`config.mk`:
```
export PLATFORM = sky130hd
export DESIGN_NAME = pipeline_control
export DESIGN_NICKNAME = d
export VERILOG_FILES = /design/src/rtl/pipeline_control.sv
export SDC_FILE = /design/constraint.sdc
export NUM_CORES = 1
export LEC_CHECK = 0
export CAP_MARGIN = 20
export CORE_ASPECT_RATIO = 0.7
export CORE_MARGIN = 5
export CORE_UTILIZATION = 46
export CTS_CLUSTER_DIAMETER = 200
export DETAILED_ROUTE_END_ITERATION = 8
export GPL_TIMING_DRIVEN = 0
export PLACE_DENSITY = 0.88
export SLEW_MARGIN = 20
export SYNTH_ARGS = -nofsm -noshare
export SYNTH_HDL_FRONTEND = slang
export SYNTH_SLANG_ARGS = --single-unit
```
`constraint.sdc`:
```
create_clock -name CLK -period 3.9 [get_ports CLK]
set_input_delay 0.78 -clock CLK [delete_from_list [all_inputs] [get_ports CLK]]
set_output_delay 0.78 -clock CLK [all_outputs]
set_load 0.005 [all_outputs]
```
`src/rtl/pipeline_control.sv`:
```
// Pipeline latch sequencer: per-latch update/flush, PC enable, halt drain FSM
// and a saturating stall-cycle counter.
module pipeline_control #(
  parameter int CNT_W = 16,
  parameter int REG_W = 5
) (
  input  logic             CLK,
  input  logic             nRST,
  input  logic             ihit,
  input  logic             dhit,
  input  logic             mem_dreq,
  input  logic [REG_W-1:0] id_rs,
  input  logic [REG_W-1:0] id_rt,
  input  logic             idex_mem_to_reg,
  input  logic [REG_W-1:0] idex_wr_addr,
  input  logic             mem_redirect,
  input  logic             mem_halt,
  input  logic             wb_halt,
  output logic             pc_en,
  output logic             ifid_update,
  output logic             ifid_flush,
  output logic             idex_update,
  output logic             idex_flush,
  output logic             exmem_update,
  output logic             exmem_flush,
  output logic             memwb_update,
  output logic             memwb_flush,
  output logic             halt,
  output logic [CNT_W-1:0] stall_count
);

  typedef enum logic [1:0] {
    RUN    = 2'd0,
    DRAIN  = 2'd1,
    HALTED = 2'd2
  } state_t;

  state_t           state_r;
  state_t           state_next_s;
  logic             halt_r;
  logic [CNT_W-1:0] stall_count_r;
  logic             dstall_s;
  logic             lduse_s;

  assign dstall_s = mem_dreq & ~dhit;
  assign lduse_s  = idex_mem_to_reg & (idex_wr_addr != {REG_W{1'b0}}) &
                    ((idex_wr_addr == id_rs) | (idex_wr_addr == id_rt));

  // State, sticky halt and stall counter registers.
  always_ff @(posedge CLK or negedge nRST) begin
    if (!nRST) begin
      state_r       <= RUN;
      halt_r        <= 1'b0;
      stall_count_r <= {CNT_W{1'b0}};
    end else begin
      state_r <= state_next_s;
      halt_r  <= halt_r | ((state_r == DRAIN) & wb_halt);
      if ((state_r == RUN) && !pc_en && (stall_count_r != {CNT_W{1'b1}})) begin
        stall_count_r <= stall_count_r + {{(CNT_W-1){1'b0}}, 1'b1};
      end else begin
        stall_count_r <= stall_count_r;
      end
    end
  end

  // Next-state and latch control decode; flush never coexists with update.
  always_comb begin
    state_next_s = state_r;
    pc_en        = 1'b0;
    ifid_update  = 1'b0;
    ifid_flush   = 1'b0;
    idex_update  = 1'b0;
    idex_flush   = 1'b0;
    exmem_update = 1'b0;
    exmem_flush  = 1'b0;
    memwb_update = 1'b0;
    memwb_flush  = 1'b0;
    case (state_r)
      RUN: begin
        if (dstall_s) begin
          // Bubble into WB so the stalled MEM instruction is not committed twice.
          memwb_flush = 1'b1;
        end else if (mem_halt) begin
          ifid_flush   = 1'b1;
          idex_flush   = 1'b1;
          exmem_flush  = 1'b1;
          memwb_update = 1'b1;
          state_next_s = DRAIN;
        end else if (mem_redirect) begin
          pc_en        = 1'b1;
          ifid_flush   = 1'b1;
          idex_flush   = 1'b1;
          exmem_flush  = 1'b1;
          memwb_update = 1'b1;
        end else if (lduse_s) begin
          idex_flush   = 1'b1;
          exmem_update = 1'b1;
          memwb_update = 1'b1;
        end else if (!ihit) begin
          ifid_flush   = 1'b1;
          idex_update  = 1'b1;
          exmem_update = 1'b1;
          memwb_update = 1'b1;
        end else begin
          pc_en        = 1'b1;
          ifid_update  = 1'b1;
          idex_update  = 1'b1;
          exmem_update = 1'b1;
          memwb_update = 1'b1;
        end
      end
      DRAIN: begin
        ifid_flush   = 1'b1;
        idex_flush   = 1'b1;
        exmem_flush  = 1'b1;
        memwb_update = ~wb_halt;
        if (wb_halt) begin
          state_next_s = HALTED;
        end else begin
          state_next_s = DRAIN;
        end
      end
      HALTED: begin
        state_next_s = HALTED;
      end
      default: begin
        state_next_s = RUN;
      end
    endcase
  end

  assign halt        = halt_r;
  assign stall_count = stall_count_r;

endmodule

```
==> impl_metrics.toml, run 1 <==
[yosys]
avgSynthCellArea_um2 = 10.2
synth_seq_cells = 19
synthArstFlopShare_pct = 100
synthCells = 119
synth-edff-count = 0
synth_nets = 144
synth_seq_area_share_pct = 39.1
yosys_warnings = 0
synth.distinct_cells = 33
ys.flop_type = "dfrtp_1"
synth_area_um2 = 1220

[hold_path]
min_to = "halt"
holdCritStartpoint = "halt"
holdCritPathClass = "flop to flop"
hold_depth = 1

[die]
dieArea_um2 = 3790
die_height_um = 53.0
die_x_um = 71.5
start_util_pct = 48.7
rows = 15
core_area_um2 = 2500
num_io_pins = 50

[detailed_routing]
ant_nets = 0
via_per_inst = 5.22
vias = 1076
top_layer = "met4"
drt-total-wl_um = 3370
wl_met1_um = 1540
dr_wl_met3_um = 137
wl_met2_um = 1670
drt_iter0_drc = 43
drt-pass1-iter-count = 4
wire_per_inst_um = 16.3
post-route-drc-count = 0

[global_routing]
grt_pass1_vias = 1123
grt_pass1_wl_um = 5610
grt_antenna_before_repair = 0
grt_max_degree = 20
grt-ovfl-total = 0
grt.total_usage_pct = 19.4

[clocking]
cts.sinks = 19
path_clk_slew_ns = 0.07
cts_tree = "yes"
cts_buffers = 3
cts.htree.levels = 1
insertion_delay_ns = 0.25
cts_hold_buf = 0
clock_path_buffers = 2
clockRootBuffer = "clkbuf_8"

[timing]
max_freq_mhz = 265
setup_ws_ns = 0.132
worstMarginPinSlew_ns = 0.867
hold_viol_final = 0
relSlewSlack_pct = 42.0
fin_worst_skew_ns = 0.00244
min_period_ns = 3.77
fin_crit_sh_pct = 96.6
fin_setup_tns_ns = 0
setup_viol = 0
grt_setup_unrepaired = "no"
finalMaxSlewViolations = 0
whs_ns = 0.467

[layout]
num-fill-cells = 185
mostFrequentLayoutCells = "clkdlybuf4s50_1, dfrtp_1, xnor2_1"
drive_gt1_share_pct = 11.6
final_nets = 198
antenna_cells = 0
syn2layout_area_growth_pct = 47.7
layout_commonest_cell = "clkdlybuf4s50_1"

[critical_path]
cp-start-kind = "input port"
crit_arrival_ns = 2.99
end_kind = "primary output"
critPathKind = "input port to primary output"
worstReg2RegEnd = "stall_count[1]"
required_ns = 3.12
reg2reg_from = "stall_count[6]"
reg2reg_depth = 6
r2r_slack_ns = 2.04
critPathMaxFanout = 4

[pwr]
p_leak_nw = 0.765
powerDensity_nw_per_um2 = 447
ir_worst_vdd_uv = 363

[run]
maxCapViolCount = 0

[placed_design]
place_congestion = 0.818
dp_hpwl_um = 2730
io_buffers = 49
place_worst_setup_slack_ns = 0.0570

[outcome]
outcome = "completed"
==> synth_stat cells, drive strengths merged (2+ instances only) <==
master / instances / area (µm²)
and2: 3 / 21.3
and3: 14 / 87.6
and4: 2 / 17.5
buf: 2 / 18.8
dfrtp: 19 / 475
inv: 2 / 7.51
nand2: 2 / 7.51
nand2b: 2 / 12.5
nand3: 10 / 65.1
nand4: 5 / 50.1
nor2: 7 / 26.3
nor2b: 3 / 18.8
nor3: 6 / 30.0
o21a: 3 / 30.0
o21ai: 4 / 27.5
xnor2: 15 / 131
xor2: 10 / 87.6
==> cell families (layout without fill, tap and decap cells) <==
| kind of cell | Yosys count | after routing | share of synthesized area (%) |
|---|---|---|---|
| buffers and inverters | 5 | 58 | 2.47 |
| xor gates and xnor gates | 25 | 25 | 18.0 |
| muxes | 1 | 1 | 1.23 |
| adders and majority gates | 1 | 1 | 1.03 |
| and+or+nand+nor | 56 | 56 | 28.8 |
| DFF | 19 | 19 | 39.1 |
| AOI/OAI and AO/OA | 12 | 12 | 9.36 |
==> worst max-delay path by stage <==
stage | start | endpoint | slack (ns) | depth (start not counted)
2_1_floorplan | idex_wr_addr[1] | ifid_update | 1.29 | 5
4_1_cts | idex_wr_addr[0] | ifid_flush | 0.06 | 8
3_5_place_dp | idex_wr_addr[0] | ifid_flush | 0.06 | 8
6_report | idex_wr_addr[0] | ifid_flush | 0.13 | 8
3_3_place_gp | idex_wr_addr[0] | ifid_flush | 0.20 | 8
5_1_grt | idex_wr_addr[0] | ifid_flush | 0.03 | 8
==> metal layers <==
layer	track usage [%]	vias to the layer above
li1	-	531
met1	24.9	520
met2	33.1	21
met3	4.74	4
met4	4.69	0
met5	0	-
==> metrics by stage <==
| step | std cells | power [W] | cell area (µm²) | util, % |
|---|---|---|---|---|
| 6_report | 206 | 0.000803 | 1800 | 72.0 |
| 5_1_grt | 206 | 0.000854 | 1800 | 72.0 |
| 2_1_floorplan | 119 | 0.000474 | 1220 | - |
| 4_1_cts | 206 | 0.000810 | 1790 | 71.9 |
| 3_5_place_dp | 202 | 0.000669 | 1750 | 70.1 |
| 3_3_place_gp | 202 | 0.000650 | 1750 | 70.1 |
==> state kept, by name, indices dropped and copies added, names as in the netlist <==
register and cells:
halt 1, stall_count 16, state_r 2
==> worst max-delay path, stage by stage <==
cell and delay, ns:
clkdlybuf4s50_1 0.51, xor2_1 0.21, nor3_1 0.24, a32oi_1 0.21, nor2_2 0.21, nor3_1 0.08
or2_2 0.27, clkdlybuf4s50_1 0.47
==> where the power goes <==
group	leakage, nW	total [W]	switching (W)	internal [W]
Combinational	0.495	0.000386	0.000165	0.000221
Clock	0.0228	0.000136	0.0000635	0.0000726
Sequential	0.247	0.000280	0.0000435	0.000237
Total	0.765	0.000803	0.000272	0.000530
==> cell type report <==
class	instances	area, µm²	share of cell area [%]
inverters	2	7.51	0.418
repair buffers	49	490	27.3
multi-input cells	95	713	39.7
clock buffers	4	45.0	2.51
plain buffers	3	22.5	1.25
flip-flops and latches	19	475	26.5
well taps	34	42.5	2.37
==> timing repair <==
action | CTS | global route
endpoints found under the setup margin | 0 | 1
setup buffers | 0 | 0
endpoints found under the hold margin | 0 | 0
gates resized for setup | 0 | 1
No activity file was read; power rests on OpenSTA's default activity.
==> run 2, diff against run 1 <==
--- a/config.mk
+++ b/config.mk
@@ -8,11 +8,13 @@
 export CAP_MARGIN = 20
 export CORE_ASPECT_RATIO = 0.7
 export CORE_MARGIN = 5
-export CORE_UTILIZATION = 46
+export CORE_UTILIZATION = 47
+export CTS_BUF_LIST = sky130_fd_sc_hd__clkbuf_8
 export CTS_CLUSTER_DIAMETER = 200
 export DETAILED_ROUTE_END_ITERATION = 8
 export GPL_TIMING_DRIVEN = 0
-export PLACE_DENSITY = 0.88
+export PLACE_DENSITY = 0.9
+export RECOVER_POWER = 50
 export SLEW_MARGIN = 20
 export SYNTH_ARGS = -nofsm -noshare
 export SYNTH_HDL_FRONTEND = slang
==> run 2 against run 1 <==
Total power decreased by 0.93%. Via count grew 2.0%. Worst hold slack better by 0.0024 ns. Sequential power barely moved. Die area down 1.8%. Non-clock buffer count unchanged. Critical path type unchanged. Largest cell class unchanged.
==> impl_metrics.toml, run 2 (synthesis results as in run 1) <==
[outcome]
outcome = "completed"

[die]
start_util_pct = 49.1
rows = 15
dieArea_um2 = 3720
core_area_um2 = 2480
die_x_um = 70.8
num_io_pins = 50
die_height_um = 52.6

[critical_path]
crit_arrival_ns = 3.03
critPathMaxFanout = 4
end_kind = "primary output"
cp-start-kind = "input port"
critPathKind = "input port to primary output"
required_ns = 3.12

[timing]
fin_crit_sh_pct = 97.6
finalMaxSlewViolations = 0
fin_worst_skew_ns = 0.00480
setup_ws_ns = 0.0934
hold_viol_final = 0
relSlewSlack_pct = 40.0
setup_viol = 0
grt_setup_unrepaired = "no"
min_period_ns = 3.81
worstMarginPinSlew_ns = 0.897
max_freq_mhz = 263
fin_setup_tns_ns = 0

[layout]
regArea_um2 = 475
layout_commonest_cell = "clkdlybuf4s50_1"
final_nets = 198
num-fill-cells = 193
syn2layout_area_growth_pct = 47.6
mostFrequentLayoutCells = "clkdlybuf4s50_1, dfrtp_1, xnor2_1"
drive_gt1_share_pct = 11.6
multi_input_area_um2 = 711
antenna_cells = 0
largest_reg_flops = 16
utilization_pct = 72.5
finalInstanceArea_um2 = 1800

[clocking]
cts_hold_buf = 0
clockRootBuffer = "clkbuf_8"
cts_tree = "yes"
cts.htree.levels = 1
clock_path_buffers = 2
insertion_delay_ns = 0.26
path_clk_slew_ns = 0.07
cts_buffers = 3
cts.sinks = 19
post_cts_buffers = 0
cts_resized = 0

[global_routing]
grt_antenna_before_repair = 0
grt-ovfl-total = 0
grt.total_usage_pct = 20.0
grt_pass1_wl_um = 5710
grt_max_degree = 20
grt_pass1_vias = 1159

[detailed_routing]
drt_iter0_drc = 62
post-route-drc-count = 0
ant_nets = 0
drt-total-wl_um = 3390
drt-pass1-iter-count = 4
wire_per_inst_um = 16.5
via_per_inst = 5.33
vias = 1097

[pwr]
ir_worst_vdd_uv = 396
fin_total_pwr_w = 0.000795
p_leak_nw = 0.789
powerDensity_nw_per_um2 = 443

[placed_design]
dpl_cell_area_um2 = 1750
place_worst_setup_slack_ns = 0.138
place_congestion = 0.787
io_buffers = 49
dp_hpwl_um = 2690

[run]
maxCapViolCount = 0

[hold_path]
holdCritPathClass = "flop to flop"
[run 2: path summary, 6_finish.rpt]
path	startpoint	end	slack (ns)	cells after the start
min reg2reg	halt	halt	0.47	1
max	idex_wr_addr[0]	ifid_flush	0.09	8
min in group asynchronous	nRST	stall_count[11]	1.09	1
max in group asynchronous	nRST	stall_count[13]	2.26	1
min	halt	halt	0.47	1
max reg2reg	stall_count[6]	stall_count[1]	2.01	6
[run 2: metrics by stage]
stage	hold WS, ns	std cells
floorplan	0.459	119
global placement	0.451	202
detailed placement	0.462	202
CTS	0.483	206
global route	0.494	206
finish	0.469	206
[run 2: worst max-delay path, stage by stage]
cell and delay (ns):
clkdlybuf4s50_1 0.52, xor2_1 0.22, nor3_1 0.19, a32oi_1 0.19
nor2_1 0.29, nor3_1 0.09, or2_2 0.28, clkdlybuf4s50_1 0.46
[run 2: power by group]
part	total [W]	internal, W	leakage [nW]	switching, W
clock	0.000138	0.0000711	0.0255	0.0000668
combinational	0.000378	0.000215	0.516	0.000163
sequential	0.000279	0.000237	0.247	0.0000424
[run 2: per-layer routing]
layer | share of wire [%] | routed length (µm) | global-route usage (%)
met3 | 5.0 | 170 | 5.17
met2 | 49 | 1650 | 33.1
met1 | 46 | 1540 | 26.3
met5 | 0 | 0 | 0
met4 | 0.80 | 27 | 4.69
[run 2: area by class of cell]
type	instances	share of cell area (%)
Tap cell	34	2.37
Clock inverter	1	0.279
Buffer	3	1.25
Timing Repair Buffer	49	27.3
Sequential cell	19	26.5
Multi-Input combinational cell	95	39.6
Inverter	2	0.418
Clock buffer	3	2.30
==> run 3, diff against run 2 <==
--- a/config.mk
+++ b/config.mk
@@ -5,10 +5,13 @@
 export SDC_FILE = /design/constraint.sdc
 export NUM_CORES = 1
 export LEC_CHECK = 0
+export ABC_AREA = 0
 export CAP_MARGIN = 20
+export CELL_PAD_IN_SITES_DETAIL_PLACEMENT = 2
+export CELL_PAD_IN_SITES_GLOBAL_PLACEMENT = 2
 export CORE_ASPECT_RATIO = 0.7
 export CORE_MARGIN = 5
-export CORE_UTILIZATION = 47
+export CORE_UTILIZATION = 28
 export CTS_BUF_LIST = sky130_fd_sc_hd__clkbuf_8
 export CTS_CLUSTER_DIAMETER = 200
 export DETAILED_ROUTE_END_ITERATION = 8
==> run 3 against run 2 <==
First-iteration DRC count fell by 53%. Largest cell class unchanged. Final area rose by 2.0%. Via count rose by 0.64%. Global-route usage fell by 4.6 points. Critical path type unchanged.
==> impl_metrics.toml, run 3 (synthesis results as in run 1) <==
[layout]
drive_gt1_share_pct = 12.2
mostFrequentLayoutCells = "clkdlybuf4s50_1, dfrtp_1, xnor2_1"
largest_reg_flops = 16
utilization_pct = 42.8
final_cells = 227
layout_commonest_cell = "clkdlybuf4s50_1"
antenna_cells = 0
final_nets = 198
syn2layout_area_growth_pct = 50.6
finalInstanceArea_um2 = 1830

[hold_path]
holdCritStartpoint = "halt"
holdCritPathClass = "flop to flop"

[timing]
fin_worst_skew_ns = 0.00130
fin_crit_sh_pct = 96.8
worstMarginPinSlew_ns = 0.857
hold_viol_final = 0
setup_ws_ns = 0.124
grt_setup_unrepaired = "no"
fin_setup_tns_ns = 0
relSlewSlack_pct = 42.6
finalMaxSlewViolations = 0
max_freq_mhz = 265
min_period_ns = 3.78
setup_viol = 0

[pwr]
p_leak_nw = 0.789
switchingPower_w = 0.000278
ir_worst_vdd_uv = 169
p_int_w = 0.000519
p_seq_share_pct = 35.4
power_frac_comb_pct = 47.6
p_sw_share_pct = 34.9
powerDensity_nw_per_um2 = 435
clockPowerShare_pct = 17.1

[clocking]
path_clk_slew_ns = 0.07
cts_buffers = 3
cts.sinks = 19
clockRootBuffer = "clkbuf_8"
insertion_delay_ns = 0.25
clock_path_buffers = 2
post_cts_buffers = 0
cts_hold_buf = 0
cts.htree.levels = 1
cts_tree = "yes"
cts_resized = 0

[placed_design]
dpl_cell_area_um2 = 1780
place_worst_setup_slack_ns = 0.118
dp_hpwl_um = 3350
io_buffers = 49
placed_cells = 223
place_congestion = 0.771

[detailed_routing]
wl_met1_um = 1830
drt_iter0_drc = 29
post-route-drc-count = 0
vias = 1104
wl_met2_um = 2170
drt-total-wl_um = 4120
dr_wl_met3_um = 74
top_layer = "met4"
ant_nets = 0
drt-pass1-iter-count = 4
via_per_inst = 4.86
wire_per_inst_um = 18.2

[die]
die_height_um = 65.1
die_x_um = 88.8
core_area_um2 = 4280
rows = 20
dieArea_um2 = 5780
start_util_pct = 28.4
num_io_pins = 50

[global_routing]
grt-ovfl-total = 0
grt.total_usage_pct = 15.3
grt_pass1_wl_um = 6860
grt_pass1_vias = 1281
grt_max_degree = 20
grt_antenna_before_repair = 0

[critical_path]
end_kind = "primary output"
cp-start-kind = "input port"
cp_slowest_stage_delay_ns = 0.49
crit_start = "idex_wr_addr[4]"
reg2reg_from = "stall_count[6]"
slowest_stage = "clkdlybuf4s50_1"
critPathKind = "input port to primary output"
crit_arrival_ns = 3.00
required_ns = 3.12
critPathMaxFanout = 4
path_cells = "clkdlybuf4s50_1 > xor2_1 > nor3_1 > a32oi_2 > nor2_1 > nor3_1 > or2_2 > clkdlybuf4s50_1"

[outcome]
outcome = "completed"

[run]
maxCapViolCount = 0
[run 3: cell types whose count changed in the layout (fill, tap and decap cells not counted), sizes merged]
cell	before	now
clkinv	1	0
inv	2	3
[run 3: area by class of cell]
type,count,area (µm²)
sequential,19,475
tap,55,68.8
buffer,3,22.5
fill,457,2450
clock buffer,3,41.3
clock inverter,1,3.75
timing repair buffer,49,490
inverter,2,7.51
multi-input combinational,95,722
[run 3: final timing paths]
kind | cells past startpoint | to | slack, ns
min reg2reg | 1 | halt | 0.48
max reg2reg | 6 | stall_count[1] | 1.97
max in group asynchronous | 1 | stall_count[12] | 2.30
max | 8 | ifid_flush | 0.12
min in group asynchronous | 1 | stall_count[7] | 1.08
min | 1 | halt | 0.48
[run 3: stage by stage]
stage	power [W]	hold slack (ns)
floorplan	0.000474	0.459
global placement	0.000658	0.452
detailed placement	0.000677	0.484
CTS	0.000816	0.494
global route	0.000850	0.508
finish	0.000796	0.483
[run 3: metal layers]
| layer | up-vias | GRT usage [%] |
|---|---|---|
| li1 | 529 | - |
| met1 | 554 | 19.5 |
| met5 | - | 0 |
| met4 | 0 | 2.45 |
| met3 | 4 | 2.13 |
| met2 | 17 | 27.9 |
[run 3: critical path, delay by kind of cell]
family	cells	cell delay, ns
XOR/XNOR	1	0.20
buffers and inverters	2	0.96
AO/OA/AOI/OAI	1	0.18
AND/OR/NAND/NOR	4	0.87
[run 3: power by group through the flow]
| stage | clock (W) | sequential [W] | combinational (W) |
|---|---|---|---|
| after global placement | 0 | 0.000281 | 0.000378 |
| after floorplan | 0 | 0.000278 | 0.000195 |
| final | 0.000136 | 0.000282 | 0.000379 |
| after detailed placement | 0 | 0.000286 | 0.000391 |
| after CTS | 0.000140 | 0.000282 | 0.000394 |
| after global routing | 0.000147 | 0.000288 | 0.000415 |
